File: src/rtl/blue_seq_ctrl.sv
// Blue instruction sequencer: fetches 16-bit words over req/ack, drives the
// result-select decoder through sel, and writes outA/outB back into RA/RB.
module blue_seq_ctrl #(
  parameter int PC_W = 8,
  parameter int DW   = 16
) (
  input  logic            clk,
  input  logic            rst,
  input  logic            start,
  input  logic            load_en,
  input  logic [DW-1:0]   load_a,
  input  logic [DW-1:0]   load_b,
  output logic            imem_req,
  output logic [PC_W-1:0] imem_addr,
  input  logic            imem_ack,
  input  logic [DW-1:0]   imem_data,
  output logic [2:0]      sel,
  output logic [DW-1:0]   RA,
  output logic [DW-1:0]   RB,
  input  logic [DW-1:0]   outA,
  input  logic [DW-1:0]   outB,
  output logic            busy,
  output logic            done,
  output logic [15:0]     instr_cnt
);

  localparam logic [2:0] S_IDLE   = 3'd0;
  localparam logic [2:0] S_FETCH  = 3'd1;
  localparam logic [2:0] S_DECODE = 3'd2;
  localparam logic [2:0] S_EXEC   = 3'd3;
  localparam logic [2:0] S_WB     = 3'd4;
  localparam logic [2:0] S_HALT   = 3'd5;

  logic [2:0]      r_state;
  logic [PC_W-1:0] r_pc;
  logic [2:0]      r_ir_op;
  logic            r_ir_hlt;
  logic [2:0]      r_sel;
  logic [DW-1:0]   r_ra;
  logic [DW-1:0]   r_rb;
  logic [15:0]     r_cnt;
  logic            w_idle_like;
  logic            w_unused_ir;

  // Retired-instruction counter sticks at all-ones instead of wrapping.
  function automatic logic [15:0] sat_inc(input logic [15:0] v);
    return (v == 16'hFFFF) ? v : v + 16'd1;
  endfunction

  // Only opcode and HLT are architecturally meaningful; low bits are don't-care.
  assign w_unused_ir = ^imem_data[11:0];
  assign w_idle_like = (r_state == S_IDLE) || (r_state == S_HALT);

  // Sequencer state, program counter, instruction and architectural registers.
  always_ff @(posedge clk) begin
    if (rst) begin
      r_state  <= S_IDLE;
      r_pc     <= '0;
      r_ir_op  <= 3'b000;
      r_ir_hlt <= 1'b0;
      r_sel    <= 3'b000;
      r_ra     <= '0;
      r_rb     <= '0;
      r_cnt    <= 16'd0;
    end else begin
      case (r_state)
        S_IDLE, S_HALT: begin
          // load and start may coincide; the first instruction sees the load
          if (load_en) begin
            r_ra <= load_a;
            r_rb <= load_b;
          end
          if (start) begin
            r_pc    <= '0;
            r_state <= S_FETCH;
          end
        end
        S_FETCH: begin
          if (imem_ack) begin
            r_ir_op  <= imem_data[15:13];
            r_ir_hlt <= imem_data[12];
            r_state  <= S_DECODE;
          end
        end
        S_DECODE: begin
          if (r_ir_hlt) begin
            r_state <= S_HALT;
          end else begin
            r_sel   <= r_ir_op;
            r_state <= S_EXEC;
          end
        end
        S_EXEC: begin
          // settle cycle: sel is stable so the ALUs and decoder resolve
          r_state <= S_WB;
        end
        S_WB: begin
          r_ra    <= outA;
          r_rb    <= outB;
          r_pc    <= r_pc + PC_W'(1);
          r_cnt   <= sat_inc(r_cnt);
          r_state <= S_FETCH;
        end
        default: r_state <= S_IDLE;
      endcase
    end
  end

  assign imem_req  = (r_state == S_FETCH);
  assign imem_addr = r_pc;
  assign sel       = r_sel;
  assign RA        = r_ra;
  assign RB        = r_rb;
  assign busy      = !w_idle_like && (r_state != 3'd6) && (r_state != 3'd7);
  assign done      = (r_state == S_HALT);
  assign instr_cnt = r_cnt;

endmodule

File: config.mk
export PLATFORM = sky130hd
export DESIGN_NAME = blue_seq_ctrl
export DESIGN_NICKNAME = d
export VERILOG_FILES = /design/src/rtl/blue_seq_ctrl.sv
export SDC_FILE = /design/constraint.sdc
export NUM_CORES = 1
export LEC_CHECK = 0
export ABC_AREA = 1
export CAP_MARGIN = 20
export CORE_ASPECT_RATIO = 0.75
export CORE_UTILIZATION = 44
export CTS_BUF_LIST = sky130_fd_sc_hd__clkbuf_8
export CTS_CLUSTER_DIAMETER = 60
export CTS_CLUSTER_SIZE = 40
export DETAILED_ROUTE_END_ITERATION = 10
export GPL_TIMING_DRIVEN = 1
export MAX_ROUTING_LAYER = met4
export PLACE_DENSITY = 0.83
export SETUP_SLACK_MARGIN = 0.4
export SYNTH_ARGS = -nofsm -noshare
export SYNTH_HDL_FRONTEND = slang
export SYNTH_SLANG_ARGS = --single-unit
export TNS_END_PERCENT = 10
File: constraint.sdc
create_clock -name clk -period 1.71 [get_ports clk]
set_clock_uncertainty 0.05 [all_clocks]
set_input_delay 0.171 -clock clk [delete_from_list [all_inputs] [get_ports clk]]
set_output_delay 0.171 -clock clk [all_outputs]
set_load 0.02 [all_outputs]
## Yosys cells after proc, flatten, opt, wreduce, memory -nomap -nowiden

Cells that the tools add are included.

| cells by class | value |
|---|---|
| $add $sub $neg | 2 |
| equality and inequality tests | 11 |
| muxes and demuxes | 10 |
| bitwise logic cells | 2 |
| reduce and logical (&&, ||, !) cells | 13 |

Operators with widths:

| kind | number |
|---|---|
| $pmux W16 S2 | 2 |
| $mux W16 | 2 |
| $add A16 B1 Y16 const B | 1 |
| $eq A16 B16 Y1 const B | 1 |
| $pmux W8 S2 | 1 |
| $pmux W3 S5 | 1 |
| $reduce_and A2 Y1 | 6 |
| $mux W3 | 3 |
| $add A8 B1 Y8 const B | 1 |
| $mux W8 | 1 |
| $eq A3 B2 Y1 const B | 2 |
| $eq A3 B3 Y1 const B | 2 |
| $ne A3 B3 Y1 const B | 2 |
| $ne A2 B2 Y1 const B | 2 |
| $eq A3 B1 Y1 const B | 1 |
| $logic_not A3 Y1 | 1 |
| $logic_and A1 B1 Y1 | 2 |
| $ne A2 B1 Y1 const B | 1 |
| $not A1 Y1 | 2 |
| $reduce_bool A2 Y1 | 1 |
| $reduce_or A2 Y1 | 1 |
| $logic_not A1 Y1 | 1 |
| $logic_or A1 B1 Y1 | 1 |

| storage, ports and cells | value |
|---|---|
| flip-flop bits (word level) | 66 |
| input port bits | 85 |
| output and inout port bits | 62 |
| word-level logic and storage cells | 46 |

## Logic depth before layout (Yosys ltp)

Gate-level depths: netlist of run 1.

| logic depth | value |
|---|---|
| depth in word-level cells | 5 |
| mapped depth | 9 |
| gate-level depth less buffers | 9 |

## Worst setup path before layout of run 1

No wires, ideal clock.

| timing | value |
|---|---|
| path type | reg2reg |
| start point | register r_cnt[0] (netlist: instr_cnt[0]) |
| end point | register r_cnt[5] (netlist: instr_cnt[5]) |
| setup time | 134 ps |
| arrival | 1494 ps |
| data required time | 1526 ps |
| slack | 32 ps |
| stages on the path, launching flop included | 10 |
| path buffers | 1 |
| clock period less this slack | 1678 ps |
| path through | dfxtp_1 -> ha_1 -> inv_1 -> nor2_1 -> nand2_1 -> nor2_1 -> nor2_4 -> buf_6 -> nand2_1 -> a21oi_1 |

| between the ends | value |
|---|---|
| longest elaborated chain between the ends | 3 |
| elaborated cells between the ends (all ways) | 4 |
| those cells by class | add/sub: 1; eq/ne: 1; bitwise: 1; reduce/logical: 1 |

RTL lines:

| element | RTL line | RTL |
|---|---|---|
| start, declared | 41 | `logic [15:0] r_cnt;` |
| start signal, assigned | 101 | `r_cnt <= sat_inc(r_cnt);` |
| branches (longest 3 deep; another with $add A16 B1 Y16) | - |  |

Several ways; the timed one is not identified.
A chain may end at the register's enable or synchronous reset.

## Worst setup path in the final report of run 1

| timing | value |
|---|---|
| start point | register r_pc[6] (netlist: imem_addr[6]) |
| end point | output port imem_addr[6] |

RTL lines:

| element | RTL line | RTL |
|---|---|---|
| start, declared | 35 | `logic [PC_W-1:0] r_pc;` |
| start signal, assigned | 100 | `r_pc <= r_pc + PC_W'(1);` |
| end, declared | 14 | `output logic [PC_W-1:0] imem_addr,` |

No word-level cell between the ends.

==> results.yml, run 1 <==
run_status:
  status: "complete, no violations"
critical_path:
  r2r_end: "instr_cnt[7]$_SDFFE_PP0P_"
  reg2regPathDepth: 9
  max_stage_delay_ps: 620
  start_kind: "register"
  worst-setup-path-type: "register to output pin"
  crit_path_cell_trace: "clkdlybuf4s50_1"
  path_max_fanout: 3
  reg2reg_setup_slack_ps: 190
  critPathBufInv: 1
  critPathRequiredTime_ps: 1490
  end_kind: "output pin"
  worst_r2r_startpoint: "instr_cnt[0]$_SDFFE_PP0P_"
  critPathArrivalTime_ps: 1340
  crit_slowest_cell: "clkdlybuf4s50_1"
  crit_family: "buffers and inverters"
grt:
  grt_usage: 0.2769
  grt_overflow_total: 0
  grt_pass1_vias: 3455
  grt_antenna_before_repair: 0
  grt_pass1_wl_um: 16540
  grt_start_max_net_pins: 36
power_and_ir_drop:
  peakVddDrop_mv: 0.5865
  p_clk_frac: 0.298
  power_per_cell_area_mw_per_mm2: 900.0
  combPwrFrac: 0.340
  power.internal_w: 0.003472
  netSwitchingFraction: 0.3105
  leakage_nw: 2.609
  power.share.sequential: 0.362
  finalPower_w: 0.005036
  switchingPower_w: 0.001564
clocking:
  clkTransAtPathRegs_ps: 70
  cts-buffers-inserted: 9
  cts.sinks: 66
  clockRootBuffer: "clkbuf_8"
  cts_tree: "done"
  clk_latency_ps: 360
  cts_hold_buf: 0
  cts.path.max_buffers: 2
  cts_htree_levels: 3
final_layout:
  n_fill_cell: 539
  num_antenna_cells: 0
  finalNetCount: 707
  drive_above_1_share: 0.2112
  final_core_util: 0.7633
  syn_to_final_growth_pct: 67.80
min_path:
  worstHoldStart: "imem_data[13]"
  hold_depth: 3
  min_to: "r_ir_op[0]$_SDFFE_PP0P_"
  hold_path.class: "input pin to register"
yosys:
  yosys.area.top_type: "dfxtp_1"
  synth_xor_area_frac: 0.02101
  async_flop_share: 0
  synth_ff_type: "dfxtp_1"
  synthDistinctLibCells: 30
  synth_mux_area_frac: 0
  ys_warn_count: 0
  avgSynthCellArea_um2: 7.426
  synth-edff-count: 0
  synth_top_area_share: 0.3962
  ys_seq_elements: 66
  synthSimpleGateAreaFrac: 0.3298
  synth_cells: 449
  seq_area_frac_synth: 0.3962
  yosys.area_share.adder: 0.007505
  synthTopCellsByArea: "dfxtp_1 (40%), nand2_1 (15%), o211a_1 (9.6%)"
  syn-cell-area_mm2: 0.003334
  synth-compound-area-share: 0.1625
  synth_top_family_by_area: "simple AND/OR/NAND/NOR gates"
  syn-num-nets: 536
floorplanning:
  die_h_um: 77.39
  die_area_mm2: 0.007934
  coreArea_mm2: 0.007331
  initial_utilization: 0.4549
  io_pins: 147
  core.rowCount: 27
  die_w_um: 102.5
sta:
  hold_viol_final: 0
  min_period_ps: 1558
  rsz0062_at_grt: "true"
  finalCritPeriodShare: 0.9114
  final_max_slew_viol_count: 0
  setup_viol: 0
  worst-slew-pin-transition_ps: 413.3
  max_freq_ghz: 0.6417
  relSlewSlack: 0.7245
placement:
  gp_congestion: 0.8510
  port_buffers: 134
  hpwlAfterDp_um: 6809
detailed_routing:
  first_pass_iters: 5
  drc_errors: 0
  avgViaCountPerCell: 5.182
  num_vias: 3762
  wirelength_um: 10830
  drt-initial-drc-count: 175
  wl_per_cell_um: 14.92
  antenna_left: 0
job:
  max-cap-violations: 0
## cell usage after synthesis (all sizes together), types with 5 or more instances
cell type	count
nor2	58
o21ai	17
dfxtp	66
o211a	32
a21oi	19
nand4	6
inv	29
buf	17
nand2	136
clkbuf	5
nand3	44
## cells by family after synthesis
logic type      after synthesis
xor+xnor                      8
fa+ha+maj                     2
compound gates               69
flops                        66
simple gates                252
buf+inv                      52
## how the worst max path moves through the flow
stage / start / end / slack [ps] / cells past startpoint
after detailed placement: r_state[2]$_SDFFE_PP0P_ / instr_cnt[13]$_SDFFE_PP0P_ / -6 / 8
after global placement: r_state[2]$_SDFFE_PP0P_ / instr_cnt[12]$_SDFFE_PP0P_ / 60 / 8
after global routing: r_state[2]$_SDFFE_PP0P_ / busy / 90 / 7
after floorplan: instr_cnt[0]$_SDFFE_PP0P_ / instr_cnt[5]$_SDFFE_PP0P_ / 340 / 9
final: imem_addr[6]$_SDFFE_PP0P_ / imem_addr[6] / 150 / 1
after CTS: instr_cnt[9]$_SDFFE_PP0P_ / instr_cnt[9] / 130 / 1
## repair_timing
action / 4_1_cts / 5_1_grt
gates resized for setup: 63 / 20
gates cloned: 4 / 0
pin swaps: 16 / 8
endpoints found under the setup margin: 118 / 126
buffers inserted: 25 / 5
## power by group through the flow
stage	registers [W]	logic [W]	clock network [W]
after global routing	0.00184	0.00182	0.00159
after floorplan	0.00203	0.000607	0
after CTS	0.00182	0.00164	0.00151
final	0.00182	0.00171	0.00150
after detailed placement	0.00185	0.00145	0
after global placement	0.00184	0.00142	0
## state kept, by name (all words and copies together), names as in the netlist
name,flops
sel,3
instr_cnt,16
imem_addr,8
RA,16
r_ir_op,3
RB,16
r_state,3
r_ir_hlt,1
## metal layers
metal	part of all wire	global-route usage	wire [um]
met5	0	-	0
met1	0.42	0.3348	4504
met4	0.015	0.08000	160
met3	0.071	0.07748	768
met2	0.50	0.4480	5401
## cell usage in the layout (no fill, tap or decap), drive strengths merged, types with 17 or more instances in the layout
cell / netlist / final
a21oi: 19 / 19
clkdlybuf4s50: 0 / 112
dfxtp: 66 / 66
o211a: 32 / 32
buf: 17 / 48
nand3: 44 / 44
nor2: 58 / 58
nand2: 136 / 136
o21ai: 17 / 17
inv: 29 / 29
## area by class of cell
| class | instances | area [um2] | share of cell area |
|---|---|---|---|
| Multi-Input combinational cell | 331 | 1846 | 0.3298 |
| Timing Repair Buffer | 182 | 1906 | 0.3406 |
| Clock buffer | 10 | 137.6 | 0.02460 |
| Clock inverter | 6 | 90.09 | 0.01610 |
| Sequential cell | 66 | 1368 | 0.2444 |
| Inverter | 30 | 122.6 | 0.02191 |
| Tap cell | 101 | 126.4 | 0.02258 |
## per-stage QoR
stage               instances  setup WS [ps]  setup TNS, ps  hold WS [ps]  cell area (um2)
floorplan                 449          336.2              0         285.2             3385
global placement          676          58.32              0         410.1             4843
detailed placement        676         -5.783         -5.783         421.7             4843
global route              726          85.14              0         414.6             5595
finish                    726          151.6              0         396.8             5595
CTS                       721          134.3              0         388.7             5490
Power figures use the tool's default switching activity.
==> run 2: changes to the inputs <==
--- a/config.mk
+++ b/config.mk
@@ -8,15 +8,14 @@
 export ABC_AREA = 1
 export CAP_MARGIN = 20
 export CORE_ASPECT_RATIO = 0.75
-export CORE_UTILIZATION = 44
-export CTS_BUF_LIST = sky130_fd_sc_hd__clkbuf_8
+export CORE_UTILIZATION = 42
 export CTS_CLUSTER_DIAMETER = 60
 export CTS_CLUSTER_SIZE = 40
 export DETAILED_ROUTE_END_ITERATION = 10
 export GPL_TIMING_DRIVEN = 1
 export MAX_ROUTING_LAYER = met4
-export PLACE_DENSITY = 0.83
-export SETUP_SLACK_MARGIN = 0.4
+export PLACE_DENSITY = 0.8
+export SETUP_SLACK_MARGIN = 0.3
 export SYNTH_ARGS = -nofsm -noshare
 export SYNTH_HDL_FRONTEND = slang
 export SYNTH_SLANG_ARGS = --single-unit
==> run 2 against run 1 <==
Net effect: global-route usage shrank 0.40 points; clock power shrank 17%; worst hold slack gained 19 ps.
==> results.yml, run 2 (synthesis gave the netlist of run 1 again) <==
run_status:
  status: "complete, no violations"
grt:
  grt_usage: 0.2729
  grt_antenna_before_repair: 0
  grt_pass1_vias: 3576
  grt_start_max_net_pins: 25
  grt_pass1_wl_um: 17190
  grt_overflow_total: 0
clocking:
  cts_tree: "done"
  clockRootBuffer: "clkbuf_8"
  cts_htree_levels: 3
  cts.path.max_buffers: 2
  clk_latency_ps: 340
  cts_hold_buf: 0
  cts.sinks: 66
  clkTransAtPathRegs_ps: 80
  cts-buffers-inserted: 9
job:
  max-cap-violations: 0
sta:
  finalCritPeriodShare: 0.9367
  final_max_slew_viol_count: 0
  min_period_ps: 1602
  rsz0062_at_grt: "true"
  max_freq_ghz: 0.6243
  tns_ps: 0
  setup_viol: 0
  hold_viol_final: 0
  worst-slew-pin-transition_ps: 320.5
  relSlewSlack: 0.7863
critical_path:
  crit_path_cell_trace: "buf_12 -> nand2_8 -> nor2_4 -> inv_8 -> buf_8 -> bufbuf_16 -> nand2_4 -> nand3_2 -> o211a_1"
  cp-endpoint: "RA[12]$_SDFFE_PP0P_"
  path_max_fanout: 6
  reg2reg_setup_slack_ps: 110
  r2r_end: "RA[12]$_SDFFE_PP0P_"
  worst-setup-path-type: "register to register"
  critPathArrivalTime_ps: 1790
  worst_r2r_startpoint: "r_state[2]$_SDFFE_PP0P_"
  end_kind: "register"
  start_kind: "register"
  startpoint: "r_state[2]$_SDFFE_PP0P_"
  reg2regPathDepth: 9
  max_stage_delay_ps: 340
  crit_slowest_cell: "dfxtp_2"
  critPathRequiredTime_ps: 1890
power_and_ir_drop:
  peakVddDrop_mv: 0.6385
  combPwrFrac: 0.383
  power_per_cell_area_mw_per_mm2: 859.6
  switchingPower_w: 0.001607
  leakage_nw: 2.509
  power.internal_w: 0.003394
  power.share.sequential: 0.367
  netSwitchingFraction: 0.3213
  p_clk_frac: 0.250
floorplanning:
  coreArea_mm2: 0.007500
  die_h_um: 79.17
  initial_utilization: 0.4446
  die_w_um: 104.9
  die_area_mm2: 0.008303
  core.rowCount: 27
  io_pins: 147
detailed_routing:
  first_pass_iters: 4
  drt-initial-drc-count: 147
  avgViaCountPerCell: 5.055
  wl_per_cell_um: 15.21
  drc_errors: 0
  num_vias: 3685
  antenna_left: 0
  wirelength_um: 11090
final_layout:
  num_antenna_cells: 0
  final_common_cell: "clkdlybuf4s50_1"
  drive_above_1_share: 0.2389
  final_core_util: 0.7756
  syn_to_final_growth_pct: 74.45
  final_cell_mix: "clkdlybuf4s50_1 (129), nand2_1 (115), dfxtp_1 (48), nor2_1 (48)"
  finalNetCount: 710
placement:
  gp_congestion: 0.8353
  hpwlAfterDp_um: 6497
  port_buffers: 134
min_path:
  hold_path.class: "input pin to register"
## run 2: cell count changes in the layout (fill, tap and decap cells not counted), moves of 3 or more
| cell | before | now |
|---|---|---|
| clkdlybuf4s50_1 | 112 | 129 |
| dfxtp_1 | 45 | 48 |
| nand3_1 | 41 | 32 |
| dfxtp_4 | 8 | 4 |
| dlygate4sd2_1 | 10 | 1 |
| buf_12 | 5 | 9 |
| dlymetal6s2s_1 | 9 | 1 |
| nand2_4 | 3 | 10 |
| nand3_2 | 3 | 12 |
| buf_16 | 2 | 8 |
| nand2_1 | 125 | 115 |
| buf_4 | 30 | 22 |
## run 2: metrics by stage
step                      setup slack (ps)  power, W  hold WS (ps)  instance area (um2)  instances
after floorplan                      300.1  0.002640         285.2                 3369        449
after global routing                 50.69  0.005233         409.6                 5817        729
after detailed placement             67.05  0.003257         422.2                 4803        676
final                                108.3  0.005000         416.1                 5817        729
after CTS                            98.98  0.004911         395.9                 5617        719
after global placement               93.39  0.003233         413.7                 4803        676
## run 2: how the worst min path moves through the flow
stage,from,endpoint,slack [ps],depth (start not counted)
floorplan,imem_data[12],r_ir_hlt$_SDFFE_PP0P_,290,2
finish,imem_data[12],r_ir_hlt$_SDFFE_PP0P_,420,3
detailed placement,r_ir_op[2]$_SDFFE_PP0P_,r_ir_op[2]$_SDFFE_PP0P_,420,2
global placement,r_ir_op[0]$_SDFFE_PP0P_,r_ir_op[0]$_SDFFE_PP0P_,410,2
global route,imem_data[12],r_ir_hlt$_SDFFE_PP0P_,410,3
CTS,imem_data[12],r_ir_hlt$_SDFFE_PP0P_,400,3
## run 2: area by class of cell
type,count,area [um2]
inverter,30,125.1
timing repair buffer,185,2063
multi-input combinational,331,1959
sequential,66,1354
clock inverter,4,23.77
tap,101,126.4
clock buffer,12,165.2
fill,503,1683
## run 2: timing repair
item | CTS | global route
pin swaps | 11 | 12
gates cloned | 9 | 0
setup buffers | 18 | 10
setup endpoints to repair | 114 | 124
resized for setup | 71 | 40
## run 2: metal layers
metal  part of all wire  track usage  vias up
met2               0.50       0.4675      124
met1               0.43       0.3221     1713
met5                  0            -        -
li1                   -            -     1835
met4              0.015      0.09014        0
met3              0.048      0.05829       13
## run 2: power groups by stage
stage                     sequential (W)  clock, W  combinational, W
after detailed placement         0.00185         0           0.00141
after global placement           0.00184         0           0.00139
final                            0.00184   0.00125           0.00192
after CTS                        0.00183   0.00126           0.00182
after global routing             0.00185   0.00135           0.00203
after floorplan                  0.00203         0          0.000608
## run 2: worst max-delay path: cells and delay by family, from the launching register on
kind	cells	cell delay, ps
AND/OR/NAND/NOR	4	370
buffers and inverters	4	620
AO/OA/AOI/OAI	1	120
flip-flops	1	340
==> run 3: changes to the inputs <==
--- a/config.mk
+++ b/config.mk
@@ -9,7 +9,7 @@
 export CAP_MARGIN = 20
 export CORE_ASPECT_RATIO = 0.75
 export CORE_UTILIZATION = 42
-export CTS_CLUSTER_DIAMETER = 60
+export CTS_CLUSTER_DIAMETER = 30
 export CTS_CLUSTER_SIZE = 40
 export DETAILED_ROUTE_END_ITERATION = 10
 export GPL_TIMING_DRIVEN = 1
==> results of run 3 <==
Final layout, timing and power as in run 2 (identical DEF).
